<file path="config.mk">
export PLATFORM = sky130hd
export DESIGN_NAME = delay_arbiter
export DESIGN_NICKNAME = d
export VERILOG_FILES = /design/src/rtl/delay_arbiter.sv
export SDC_FILE = /design/constraint.sdc
export NUM_CORES = 1
export LEC_CHECK = 0
export ABC_AREA = 1
export CAP_MARGIN = 20
export CORE_MARGIN = 2
export CORE_UTILIZATION = 55
export CTS_BUF_LIST = sky130_fd_sc_hd__clkbuf_4
export DETAILED_ROUTE_END_ITERATION = 16
export PLACE_DENSITY = 0.87
export SLEW_MARGIN = 25
export SYNTH_ARGS = -nofsm -noshare
export SYNTH_HDL_FRONTEND = slang
export SYNTH_SLANG_ARGS = --single-unit
</file>
<file path="constraint.sdc">
create_clock -name clk -period 3.7 [get_ports clk]
set_input_delay 0.74 -clock clk [delete_from_list [all_inputs] [get_ports clk]]
set_output_delay 0.74 -clock clk [all_outputs]
set_load 0.01 [all_outputs]
</file>
<file path="src/rtl/delay_arbiter.sv">
// delay_arbiter: round-robin sharing of one prescaled tick source and one
// down-counter among NREQ requesters, each waiting a programmable tick count.
//------------------------------------------------------------------------------
// Module   : delay_arbiter
// Purpose  : Grants one requester at a time, counts its ticks, pulses done.
// Revision : 1.0 - initial release
//------------------------------------------------------------------------------
`default_nettype none

module delay_arbiter #(
  parameter int NREQ     = 4,
  parameter int LEN_W    = 16,
  parameter int PRESCALE = 10
) (
  input  logic                    clk,
  input  logic                    reset,
  input  logic [NREQ-1:0]         req,
  input  logic [NREQ*LEN_W-1:0]   len_flat,
  output logic [NREQ-1:0]         grant,
  output logic [NREQ-1:0]         done,
  output logic                    busy,
  output logic                    tick
);

  localparam int          IDX_W   = (NREQ > 1) ? $clog2(NREQ) : 1;
  localparam logic [31:0] PS_LAST = 32'(PRESCALE - 1);

  typedef enum logic [1:0] {
    IDLE  = 2'd0,
    LOAD  = 2'd1,
    COUNT = 2'd2,
    DONE  = 2'd3
  } state_t;

  state_t            state, state_n;
  logic [NREQ-1:0]   grant_n;
  logic [IDX_W-1:0]  gidx, gidx_n;
  logic [IDX_W-1:0]  rr, rr_n;
  logic [LEN_W-1:0]  remaining, remaining_n;
  logic [31:0]       prescaler, prescaler_n;

  logic              pick_valid;
  logic [IDX_W-1:0]  pick_idx;
  logic [IDX_W:0]    lane_sum;
  logic [IDX_W-1:0]  lane;
  logic [IDX_W-1:0]  gidx_next;
  logic [LEN_W-1:0]  sel_len;
  logic              tick_int;

  // Scan from the highest offset down so the nearest requester above rr wins.
  always_comb begin
    pick_valid = 1'b0;
    pick_idx   = '0;
    lane_sum   = '0;
    lane       = '0;
    for (int k = NREQ - 1; k >= 0; k--) begin
      lane_sum = {1'b0, rr} + (IDX_W+1)'(k);
      if (lane_sum >= (IDX_W+1)'(NREQ)) begin
        lane_sum = lane_sum - (IDX_W+1)'(NREQ);
      end
      lane = lane_sum[IDX_W-1:0];
      if (req[lane]) begin
        pick_valid = 1'b1;
        pick_idx   = lane;
      end
    end
  end

  assign gidx_next = (gidx == IDX_W'(NREQ - 1)) ? '0 : gidx + IDX_W'(1);
  assign sel_len   = len_flat[int'(gidx)*LEN_W +: LEN_W];
  assign tick_int  = (state == COUNT) && (prescaler == PS_LAST);

  always_comb begin
    state_n     = state;
    grant_n     = grant;
    gidx_n      = gidx;
    rr_n        = rr;
    remaining_n = remaining;
    prescaler_n = prescaler;
    case (state)
      IDLE: begin
        if (pick_valid) begin
          state_n = LOAD;
          gidx_n  = pick_idx;
          grant_n = {{(NREQ-1){1'b0}}, 1'b1} << pick_idx;
        end
      end
      LOAD: begin
        if (!req[gidx]) begin
          state_n = IDLE;
          grant_n = '0;
          rr_n    = gidx_next;
        end else begin
          remaining_n = sel_len;
          prescaler_n = '0;
          state_n     = (sel_len == '0) ? DONE : COUNT;
        end
      end
      COUNT: begin
        // An abort outranks a coincident final tick: no done for a dropped request.
        if (!req[gidx]) begin
          state_n = IDLE;
          grant_n = '0;
          rr_n    = gidx_next;
        end else if (tick_int) begin
          prescaler_n = '0;
          remaining_n = remaining - LEN_W'(1);
          if (remaining == LEN_W'(1)) begin
            state_n = DONE;
          end
        end else begin
          prescaler_n = prescaler + 32'd1;
        end
      end
      DONE: begin
        state_n = IDLE;
        grant_n = '0;
        rr_n    = gidx_next;
      end
      default: begin
        state_n = IDLE;
        grant_n = '0;
      end
    endcase
  end

  always_ff @(posedge clk) begin
    if (reset) begin
      state     <= IDLE;
      grant     <= '0;
      gidx      <= '0;
      rr        <= '0;
      remaining <= '0;
      prescaler <= '0;
    end else begin
      state     <= state_n;
      grant     <= grant_n;
      gidx      <= gidx_n;
      rr        <= rr_n;
      remaining <= remaining_n;
      prescaler <= prescaler_n;
    end
  end

  assign done = (state == DONE) ? grant : '0;
  assign busy = (state != IDLE);
  assign tick = tick_int;

endmodule

`default_nettype wire

</file>
* Word-level counts from Yosys, hierarchy flattened
Index checks and enable logic that the tools add are counted.
** Storage, ports and cells
- Flip-flop bits (word level) :: 58
- Bits of input ports :: 70
- Output and inout bits :: 10
- Logic and storage cells :: 97
** Cells by class
- Add/sub/neg operators :: 10
- $lt $le $gt $ge :: 9
- Eq/ne operators :: 13
- Shift operators :: 2
- Mux-type cells :: 44
- Reduce and logical (&&, ||, !) cells :: 13
** Operator list (number)
- $mux 32 :: 3
- $pmux 32 s2 :: 1
- $shiftx 64x7->16 :: 1
- $mux 16 :: 3
- $add 32x1->32 const B :: 1
- $eq 32x4->1 const B :: 1
- $pmux 16 s2 :: 1
- $mux 2 :: 15
- $eq 16x1->1 const B :: 1
- $logic_not 16->1 :: 1
- $sub 16x1->16 const B :: 1
- $lt 2x3->1 const B :: 5
- $mux 4 :: 3
- $pmux 4 s3 :: 1
- $bmux 1 s2 :: 5
- $mux 1 :: 10
- $ge 3x3->1 const B :: 3
- $ne 2x2->1 const B :: 4
- $pmux 2 s4 :: 1
- $sub 2x1->2 const B :: 4
- $add 2x2->3 const B :: 2
- $eq 2x2->1 const B :: 3
- $reduce_and 2->1 :: 3
- $reduce_and 3->1 :: 2
- 14 further kinds :: 16

* Depth between registers and ports, before layout
Gate-level depths: netlist of run 1.
- Word-level depth :: 12
- Depth in mapped cells :: 13
- Depth with buffers taken out :: 12

* Least setup slack after synthesis of run 1
Ideal clock, no wire load.
- Path kind :: register to output
- Start point :: reg prescaler[0]
- End point :: out tick
- Data arrival time :: 1078 ps
- Data required time :: 2960 ps
- Setup slack :: 1882 ps
- Cell stages (with the launch flop) :: 8
- Path buffers :: 0
- Path through :: dfxtp_1 ha_1 nand3_1 nor2_1 nand2_1 nor2_2 inv_1 nor2_1
** On the way
- Word-level cells in the longest chain between the ends :: 2
** RTL lines
- start, declared :: line 40 : logic [31:0] prescaler, prescaler_n;
- start signal, assigned :: line 141 : prescaler <= prescaler_n;
- $eq 32x4->1 :: line 71 : assign tick_int = (state == COUNT) && (prescaler == PS_LAST);
- $logic_and 1x1->1 :: line 71
- end, declared :: line 22 : output logic tick
Every way passes these cells.

* Worst setup path after layout of run 1
- Start point :: reg prescaler[5]
- End point :: out tick
Same word-level chain as after synthesis.

==> results.tsv, run 1 <==
stage	metric	value	unit
critical_path	startpoint class of the critical path	flip-flop	
synth	Post-synth EDFFs	0	
hold_path	worst hold endpoint	remaining[14]	
layout	Final Util	0.694	
clocking	total CTS buffers	9	
timing	Worst Skew	0.0197	ns
placement	RePlAce Congestion	0.944	
critical_path	FF-to-FF setup slack	1.40	ns
synth	leading area contributor after synthesis	dfxtp_1	
timing	Final min period	2.97	ns
floorplan	row count	32	
critical_path	critical path data arrival time	2.23	ns
synth	Seq/Total Area, Yosys	0.264	
drt	DR pass1 iterations	5	
critical_path	crit path kind	reg2out	
floorplan	Initial Utilization	0.569	
clocking	H-tree depth	3	
critical_path	r2r worst-path depth	10	
floorplan	I/O pin count	80	
clocking	Hold Buf Count CTS	0	
drt	DR vias	5057	
run_status	outcome	completed	
drt	routed wire length	12300	um
layout	layout cell share with drive strength beyond 1	0.0709	
layout	FF/Latch Area	1160	um^2
timing	Fmax	336	MHz
critical_path	FF-to-FF End	prescaler[9]	
synth	Cells after Synth	741	
clocking	Sink Count	58	
synth	Ys Warns	0	
synth	Yosys top cell area share	0.264	
layout	Layout fillers	663	
timing	Setup violations, final	0	
synth	top cells by area, synth	dfxtp_1 (26%), nand2_1 (21%), nand3_1 (8.3%)	
clocking	CTS tree	built	
floorplan	core footprint	7730	um^2
synth	Mapped Nets	821	
clocking	post_cts resized	0	
global_routing	All-Layer GR Usage	0.289	
timing	Period Utilization, post-route	0.804	
floorplan	die width	93.4	um
critical_path	CP required	2.96	ns
hold_path	hold_sp	remaining[14]	
synth	cell with the most instances after synthesis	nand2_1	
drt	Post-DRT Antenna Nets	0	
timing	setup_tns	0	ns
layout	multi-input combinational cell area	2810	um^2
timing	Slew Limit Fails	0	
synth	synthesized area	4400	um^2
layout	Syn-to-layout area delta	22.1	%
drt	vias per inst	5.50	
power_and_ir_drop	VDD IR max	0.000530	V
power_and_ir_drop	P per Cell Area	691	nW/um^2
layout	ANT cells	0	
timing	Slew @ Worst Pin	0.539	ns
global_routing	vias in the first global route	4629	
drt	Wirelength per Cell	13.3	um
synth	most instantiated cells after synthesis	nand2_1 (250), nor2_1 (89), nand3_1 (73), inv_1 (64), dfxtp_1 (58)	
synth	Syn Area/Cell	5.93	um^2
synth	async set or reset register ratio after synthesis	0	
global_routing	first-pass GRT wire length	20400	um
hold_path	Hold/Removal Path Class	reg2reg	
placement	Post-DP HPWL	9300	um
synth	Distinct cells, synth	35	
timing	RSZ-0062 raised after global routing	no	
drt	DRC	0	
global_routing	initial antenna violation count	0	
layout	Non-Filler Instances	920	
floorplan	die height	93.4	um
clocking	Reg clk slew, reported paths	0.10	ns
critical_path	R2R Path Start	gidx[0]	
flow_run	MaxCap Viol Count	0	
power_and_ir_drop	Static Leak	2.27	nW
clocking	Clock Latency Late Sink	0.41	ns
critical_path	Critical Path Fanout Max	6	
clocking	Clk Tree Root Cell	clkbuf_4	
timing	Slew headroom	0.640	
clocking	Setup Buffers After CTS	0	
drt	Iteration-0 DRC Markers	415	
synth	predominant post-synthesis flop cell	dfxtp_1	
placement	Buffers on Ports	79	
synth	FF+latch count, synth	58	
clocking	Clock Tree Buf Depth	2	
global_routing	final global-route overflow total	0	
floorplan	die footprint	8720	um^2
hold_path	Hold Crit Depth	2	
global_routing	largest net degree at the start of global routing	39	
timing	Fin. Hold Viols	0	
layout	Final nets	893	
placement	Placed Cells	904	
critical_path	crit end category	output port	
-- cell type report --
cell class | instances | share of cell area
Clock inverter | 6 | 0.0152
Clock buffer | 10 | 0.0140
Sequential cell | 58 | 0.216
Tap cell | 102 | 0.0238
Inverter | 70 | 0.0508
Timing Repair Buffer | 86 | 0.157
Multi-Input combinational cell | 588 | 0.523
-- through the flow --
| step | hold slack, ns | cell area, um^2 | setup WS (ns) | power [W] |
|---|---|---|---|---|
| floorplan | 0.445 | 4400 | 1.88 | 0.00266 |
| global placement | 0.455 | 5210 | 1.15 | 0.00305 |
| detailed placement | 0.463 | 5210 | 1.09 | 0.00313 |
| CTS | 0.478 | 5370 | 0.765 | 0.00366 |
| global route | 0.518 | 5370 | 0.596 | 0.00403 |
| finish | 0.480 | 5370 | 0.727 | 0.00371 |
-- state kept, by name, summed over array words and instances, names as in the netlist --
signal / cells
prescaler: 32
gidx: 2
rr: 2
remaining: 16
state: 2
grant: 4
-- per-layer routing --
layer,global-route usage,vias to the layer above,part of all wire
li1,-,2527,-
met1,0.335,2290,0.40
met2,0.522,206,0.51
met3,0.0548,34,0.060
met4,0.113,0,0.029
met5,0,-,0
-- kinds of logic after synthesis --
family                     share of synthesized area
and+or+nand+nor                                0.483
buffers and inverters                         0.0976
AOI/OAI and AO/OA                             0.0908
DFF                                            0.264
xor gates and xnor gates                      0.0359
adders and majority gates                     0.0285
-- critical path, stage by stage (launching register included) --
cell and delay [ns]:
dfxtp_1 0.38, inv_2 0.15, nand3_1 0.11, nor2_1 0.15
nand2_1 0.11, nor2_2 0.17, inv_1 0.07, nor2_1 0.09
clkdlybuf4s50_1 0.59
-- worst max path at each step --
stage | to | slack (ns) | cells past startpoint | from
6_report | tick | 0.73 | 8 | prescaler[5]
3_5_place_dp | prescaler[25] | 1.09 | 9 | req[1]
4_1_cts | tick | 0.76 | 8 | prescaler[5]
3_3_place_gp | prescaler[20] | 1.15 | 9 | req[1]
2_1_floorplan | tick | 1.88 | 7 | prescaler[0]
5_1_grt | tick | 0.60 | 8 | prescaler[5]
-- layout by cell type (no fill, tap or decap) --
| master | instances |
|---|---|
| buf_4 | 7 |
| clkinvlp_4 | 1 |
| o21ai_1 | 1 |
| inv_4 | 4 |
| clkbuf_4 | 10 |
| nand3b_1 | 3 |
| xor2_1 | 15 |
| a21oi_1 | 39 |
| nor2_1 | 89 |
| o21ai_0 | 33 |
| nand3_2 | 5 |
| nor3_4 | 1 |
| bufinv_16 | 2 |
| o21bai_1 | 1 |
| o21ai_2 | 3 |
| ha_1 | 10 |
| nor3b_2 | 1 |
| xnor2_1 | 3 |
| nor3b_1 | 1 |
| nor2_2 | 8 |
| nor3_2 | 3 |
| nor2_4 | 2 |
| nand2_2 | 4 |
| nand3_1 | 73 |
| clkinv_2 | 2 |
| inv_1 | 64 |
| inv_2 | 1 |
| or2_0 | 1 |
| nand2_1 | 250 |
| clkinv_1 | 2 |
| nor3_1 | 20 |
| clkdlybuf4s50_1 | 79 |
| nand3b_2 | 1 |
| nor4_1 | 2 |
| nand4_1 | 16 |
| dfxtp_1 | 58 |
| or2_2 | 3 |
-- where the power goes --
part | switching, W | leakage, nW | internal (W)
clock | 0.000245 | 0.0838 | 0.000277
combinational | 0.00153 | 1.71 | 0.000772
sequential | 0.000137 | 0.471 | 0.000751
total | 0.00191 | 2.27 | 0.00180
Note: power is estimated with default switching activity, not from simulation.
==> inputs of run 2 (changes only) <==
Settings changed: CORE_UTILIZATION 55 to 50, PLACE_DENSITY 0.87 to 0.84.
Clock period 3.7 ns to 2.6 ns, I/O delays scaled along.
==> run 2 against run 1 <==
  * Sequential power increased by 45%
  * Clock power grew 5.7%
  * Critical path depth stayed put
  * Clock-buffer cell count did not move
  * Critical path type unchanged
  * Critical endpoint unchanged
  * Largest cell class unchanged
==> results.tsv, run 2 (synthesis gave the netlist of run 1 again) <==
stage	metric	value	unit
critical_path	critical path data arrival time	1.83	ns
global_routing	largest net degree at the start of global routing	35	
drt	DR pass1 iterations	5	
placement	Post-DP HPWL	8850	um
critical_path	Critical Path Fanout Max	6	
critical_path	crit path kind	reg2out	
layout	Final Util	0.619	
global_routing	met1 GRT Util	0.298	
timing	Slew headroom	0.737	
floorplan	I/O pin count	80	
timing	Slew @ Worst Pin	0.394	ns
global_routing	met3 Use GR	0.0372	
timing	Period Utilization, post-route	0.905	
clocking	total CTS buffers	9	
power_and_ir_drop	switch share	0.528	
floorplan	die width	97.8	um
clocking	H-tree depth	3	
timing	Slew Limit Fails	0	
critical_path	CP required	2.08	ns
clocking	Sink Count	58	
hold_path	Hold/Removal Path Class	reg2reg	
layout	Biggest register	prescaler	
timing	Fmax	425	MHz
drt	routed wire length	11500	um
power_and_ir_drop	P per Cell Area	947	nW/um^2
global_routing	initial antenna violation count	0	
floorplan	die height	97.8	um
layout	Syn-to-layout area delta	21.7	%
clocking	Reg clk slew, reported paths	0.11	ns
placement	Buffers on Ports	79	
critical_path	CP Cell Sequence	inv_2, nand3_1, nor2_1, nand2_1, nor2_2, inv_1, nor2_1, dlygate4sd2_1	
run_status	outcome	completed	
power_and_ir_drop	Flop pwr share	0.254	
timing	Worst Skew	0.0244	ns
critical_path	CP startpoint	prescaler[5]	
floorplan	Initial Utilization	0.509	
power_and_ir_drop	Static Leak	2.26	nW
power_and_ir_drop	clock network power share	0.109	
power_and_ir_drop	VDD IR max	0.000729	V
clocking	Clk Tree Root Cell	clkbuf_4	
global_routing	layer with the highest usage	met2	
layout	layout cell share with drive strength beyond 1	0.0755	
drt	DR vias	4920	
timing	Fin. Hold Viols	0	
clocking	Clock Tree Buf Depth	2	
global_routing	first-pass GRT wire length	19700	um
global_routing	final global-route overflow total	0	
power_and_ir_drop	Sw Pwr	0.00267	W
power_and_ir_drop	Logic pwr share	0.637	
global_routing	vias in the first global route	4574	
drt	DRC	0	
timing	setup_tns	0	ns
drt	Post-DRT Antenna Nets	0	
timing	RSZ-0062 raised after global routing	no	
layout	largest registers	prescaler (32), remaining (16), grant (4)	
layout	Final nets	896	
drt	Wirelength per Cell	12.4	um
layout	ANT cells	0	
layout	Non-Filler Instances	929	
layout	commonest non-fill, non-tap cell in the layout	nand2_1	
critical_path	slowest cell on the critical path	dfxtp_1	
layout	max reg flops	32	
critical_path	crit-path most repeated cell	nor2_1	
clocking	Clock Latency Late Sink	0.40	ns
hold_path	hold_sp	remaining[14]	
floorplan	core footprint	8640	um^2
global_routing	GR met2 Demand/Resource	0.429	
placement	Placed Cells	913	
timing	Hold Slack	0.478	ns
drt	Iteration-0 DRC Markers	268	
timing	Final min period	2.35	ns
floorplan	row count	34	
critical_path	crit end category	output port	
placement	dpl ws	0.173	ns
flow_run	MaxCap Viol Count	0	
clocking	CTS tree	built	
drt	vias per inst	5.30	
timing	final worst slack	0.247	ns
critical_path	startpoint class of the critical path	flip-flop	
critical_path	R2R Path Start	state[0]	
global_routing	All-Layer GR Usage	0.242	
layout	commonest cells after routing, fill and taps aside	nand2_1 (250), nor2_1 (89), clkdlybuf4s50_1 (78), nand3_1 (73), inv_1 (64)	
floorplan	die footprint	9560	um^2
power_and_ir_drop	cell-internal power	0.00239	W
placement	RePlAce Congestion	0.923	
timing	Setup violations, final	0	
critical_path	Slowest Stage Delay on Critical Path	0.38	ns
[run 2: cell count changes in the layout (fill, tap and decap cells not counted), sizes merged]
cell | before | now
clkdlybuf4s50 | 79 | 78
clkinv | 4 | 5
clkinvlp | 1 | 2
bufinv | 2 | 0
dlygate4sd2 | 0 | 1
buf | 7 | 10
[run 2: final cells by class]
cell class | count | area [um^2]
well taps | 108 | 135
clock inverters | 6 | 33.8
inverters | 70 | 273
fillers | 816 | 3290
repair buffers | 89 | 865
flip-flops and latches | 58 | 1160
clock buffers | 10 | 75.1
multi-input cells | 588 | 2810
[run 2: repair_timing]
item	4_1_cts	5_1_grt
buffers inserted	0	0
hold buffers	0	0
endpoints found under the setup margin	1	0
resized for setup	2	0
[run 2: routing by layer]
layer  part of all wire  vias up
met1               0.43     2210
li1                   -     2527
met2               0.49      151
met4              0.025        0
met3              0.047       32
met5                  0        -
[run 2: critical path: cells and delay by family (launching register included)]
family / cells / cell delay, ns
flip-flops: 1 / 0.38
AND/OR/NAND/NOR: 5 / 0.55
buffers and inverters: 3 / 0.50
[run 2: power groups by stage]
stage	clock network, W	registers (W)	logic (W)
detailed placement	0	0.00130	0.00318
finish	0.000552	0.00129	0.00323
floorplan	0	0.00123	0.00255
global route	0.000600	0.00131	0.00365
CTS	0.000566	0.00128	0.00320
global placement	0	0.00129	0.00309
[run 2: worst paths after layout]
check                                     end  slack, ns  cells after the start
worst max-delay path                     tick       0.25                      8
worst max register to register  prescaler[28]       0.50                      9
worst min register to register  remaining[14]       0.48                      2
worst min-delay path            remaining[14]       0.48                      2
[run 2: through the flow]
| step | total power, W | cell area, um^2 |
|---|---|---|
| after floorplan | 0.00379 | 4400 |
| after global placement | 0.00437 | 5240 |
| after detailed placement | 0.00448 | 5240 |
| after CTS | 0.00505 | 5350 |
| after global routing | 0.00557 | 5350 |
| final | 0.00507 | 5350 |
==> inputs of run 3 (changes only) <==
Settings changed: CORE_MARGIN 2 to default.
==> run 3 against run 2 <==
  * Largest cell class unchanged
  * Clock-buffer cell count is 1 lower
  * Worst setup slack worse by 0.0064 ns
  * Critical path type unchanged
  * Hold slack better by 0.0053 ns
  * Clock skew is 0.0047 ns lower
  * Total power is 1.5% higher
  * Sequential cell count stayed put
  * Global-route usage is 2.0 points higher
  * Clock power is 15% higher
  * Final cell count is 0.43% lower
  * Critical path depth stayed put
==> results.tsv, run 3 (synthesis gave the netlist of run 1 again) <==
stage	metric	value	unit
run_status	outcome	completed	
layout	Non-Filler Instances	925	
global_routing	largest net degree at the start of global routing	35	
timing	Slew Limit Fails	0	
clocking	Clk Tree Root Cell	clkbuf_4	
layout	commonest non-fill, non-tap cell in the layout	nand2_1	
drt	Iteration-0 DRC Markers	266	
timing	Fmax	424	MHz
flow_run	MaxCap Viol Count	0	
layout	largest registers	prescaler (32), remaining (16), grant (4)	
global_routing	final global-route overflow total	0	
hold_path	Hold/Removal Path Class	reg2reg	
timing	final worst slack	0.240	ns
floorplan	die width	95.8	um
layout	Layout fillers	762	
power_and_ir_drop	Static Leak	2.28	nW
floorplan	die height	95.8	um
critical_path	critical path's top delay family	simple AND/OR/NAND/NOR gates	
critical_path	CP required	2.08	ns
critical_path	crit path kind	reg2out	
timing	setup_tns	0	ns
placement	Buffers on Ports	79	
layout	multi-input combinational cell area	2810	um^2
global_routing	vias in the first global route	4489	
layout	FF/Latch Area	1160	um^2
layout	Syn-to-layout area delta	22.0	%
layout	max reg flops	32	
clocking	total CTS buffers	9	
drt	DR pass1 iterations	6	
timing	Fin. Hold Viols	0	
layout	Biggest register	prescaler	
timing	Slew @ Worst Pin	0.405	ns
clocking	Sink Count	58	
timing	RSZ-0062 raised after global routing	no	
layout	ANT cells	0	
placement	dpl ws	0.370	ns
placement	Post-DP HPWL	8840	um
critical_path	Worst Path Buf+Inv	2	
global_routing	All-Layer GR Usage	0.262	
critical_path	critical path data arrival time	1.84	ns
timing	Period Utilization, post-route	0.908	
drt	routed wire length	11500	um
drt	Post-DRT Antenna Nets	0	
placement	Placed Cells	910	
placement	RePlAce Congestion	0.940	
drt	vias per inst	5.37	
critical_path	Slowest Stage Delay on Critical Path	0.41	ns
clocking	Reg clk slew, reported paths	0.11	ns
floorplan	I/O pin count	80	
drt	DRC	0	
timing	Final min period	2.36	ns
drt	Wirelength per Cell	12.4	um
clocking	Clock Latency Late Sink	0.42	ns
clocking	CTS tree	built	
floorplan	die footprint	9170	um^2
critical_path	startpoint class of the critical path	flip-flop	
clocking	H-tree depth	3	
power_and_ir_drop	VDD IR max	0.000918	V
critical_path	Critical Path Fanout Max	5	
critical_path	crit-path most repeated cell	nor2_1	
power_and_ir_drop	P per Cell Area	959	nW/um^2
global_routing	first-pass GRT wire length	18900	um
power_and_ir_drop	total power	0.00514	W
critical_path	slowest cell on the critical path	dfxtp_1	
clocking	Clock Tree Buf Depth	2	
layout	Final nets	896	
drt	DR vias	4969	
timing	Slew headroom	0.730	
layout	commonest cells after routing, fill and taps aside	nand2_1 (250), nor2_1 (89), clkdlybuf4s50_1 (78), nand3_1 (73), inv_1 (64)	
layout	layout cell share with drive strength beyond 1	0.0744	
global_routing	initial antenna violation count	0	
critical_path	crit end category	output port	
floorplan	core footprint	8380	um^2
critical_path	CP Cell Sequence	ha_1, nand3_1, nor2_1, nand2_1, nor2_2, inv_1, nor2_1, dlygate4sd2_1	
floorplan	row count	33	
timing	Setup violations, final	0	
timing	Worst Skew	0.0198	ns
timing	Hold Slack	0.484	ns
floorplan	Initial Utilization	0.524	
-- run 3: cell count changes in the layout (fill, tap and decap cells not counted), sizes merged --
cell / delta
bufinv: +1
clkbuf: -1
clkinvlp: -2
clkinv: +1
-- run 3: final cells by class --
class	instances	share of cell area
timing repair buffer	89	0.161
clock inverter	6	0.0110
clock buffer	9	0.0126
inverter	70	0.0509
tap	105	0.0245
sequential	58	0.217
multi-input combinational	588	0.523
-- run 3: worst paths after layout --
path | start | end | slack, ns | depth (start not counted)
min reg2reg | remaining[14] | remaining[14] | 0.48 | 2
max | prescaler[0] | tick | 0.24 | 8
min | remaining[14] | remaining[14] | 0.48 | 2
max reg2reg | gidx[0] | remaining[7] | 0.68 | 9
-- run 3: what timing repair did --
action | in CTS | in global routing
buffers inserted | 0 | 0
endpoints found under the setup margin | 1 | 0
hold buffers | 0 | 0
resized for setup | 1 | 0
-- run 3: through the flow --
step                utilization  instance area (um^2)
finish                    0.640                  5360
global route              0.640                  5360
CTS                       0.640                  5360
detailed placement        0.625                  5240
global placement          0.625                  5240
floorplan                     -                  4400
-- run 3: worst min-delay path, delay by kind of cell (launching register included) --
family,cells,cell delay (ns)
flip-flops,1,0.33
AO/OA/AOI/OAI,1,0.06
AND/OR/NAND/NOR,1,0.06
-- run 3: report_power, final --
part           internal (W)  switching (W)
logic               0.00113        0.00210
clock network      0.000283       0.000354
registers           0.00107       0.000213
-- run 3: per-layer routing --
layer / part of all wire / GRT usage / up-vias
li1: - / - / 2533
met2: 0.48 / 0.459 / 154
met3: 0.047 / 0.0592 / 28
met5: 0 / 0 / -
met4: 0.026 / 0.102 / 0
met1: 0.44 / 0.310 / 2254
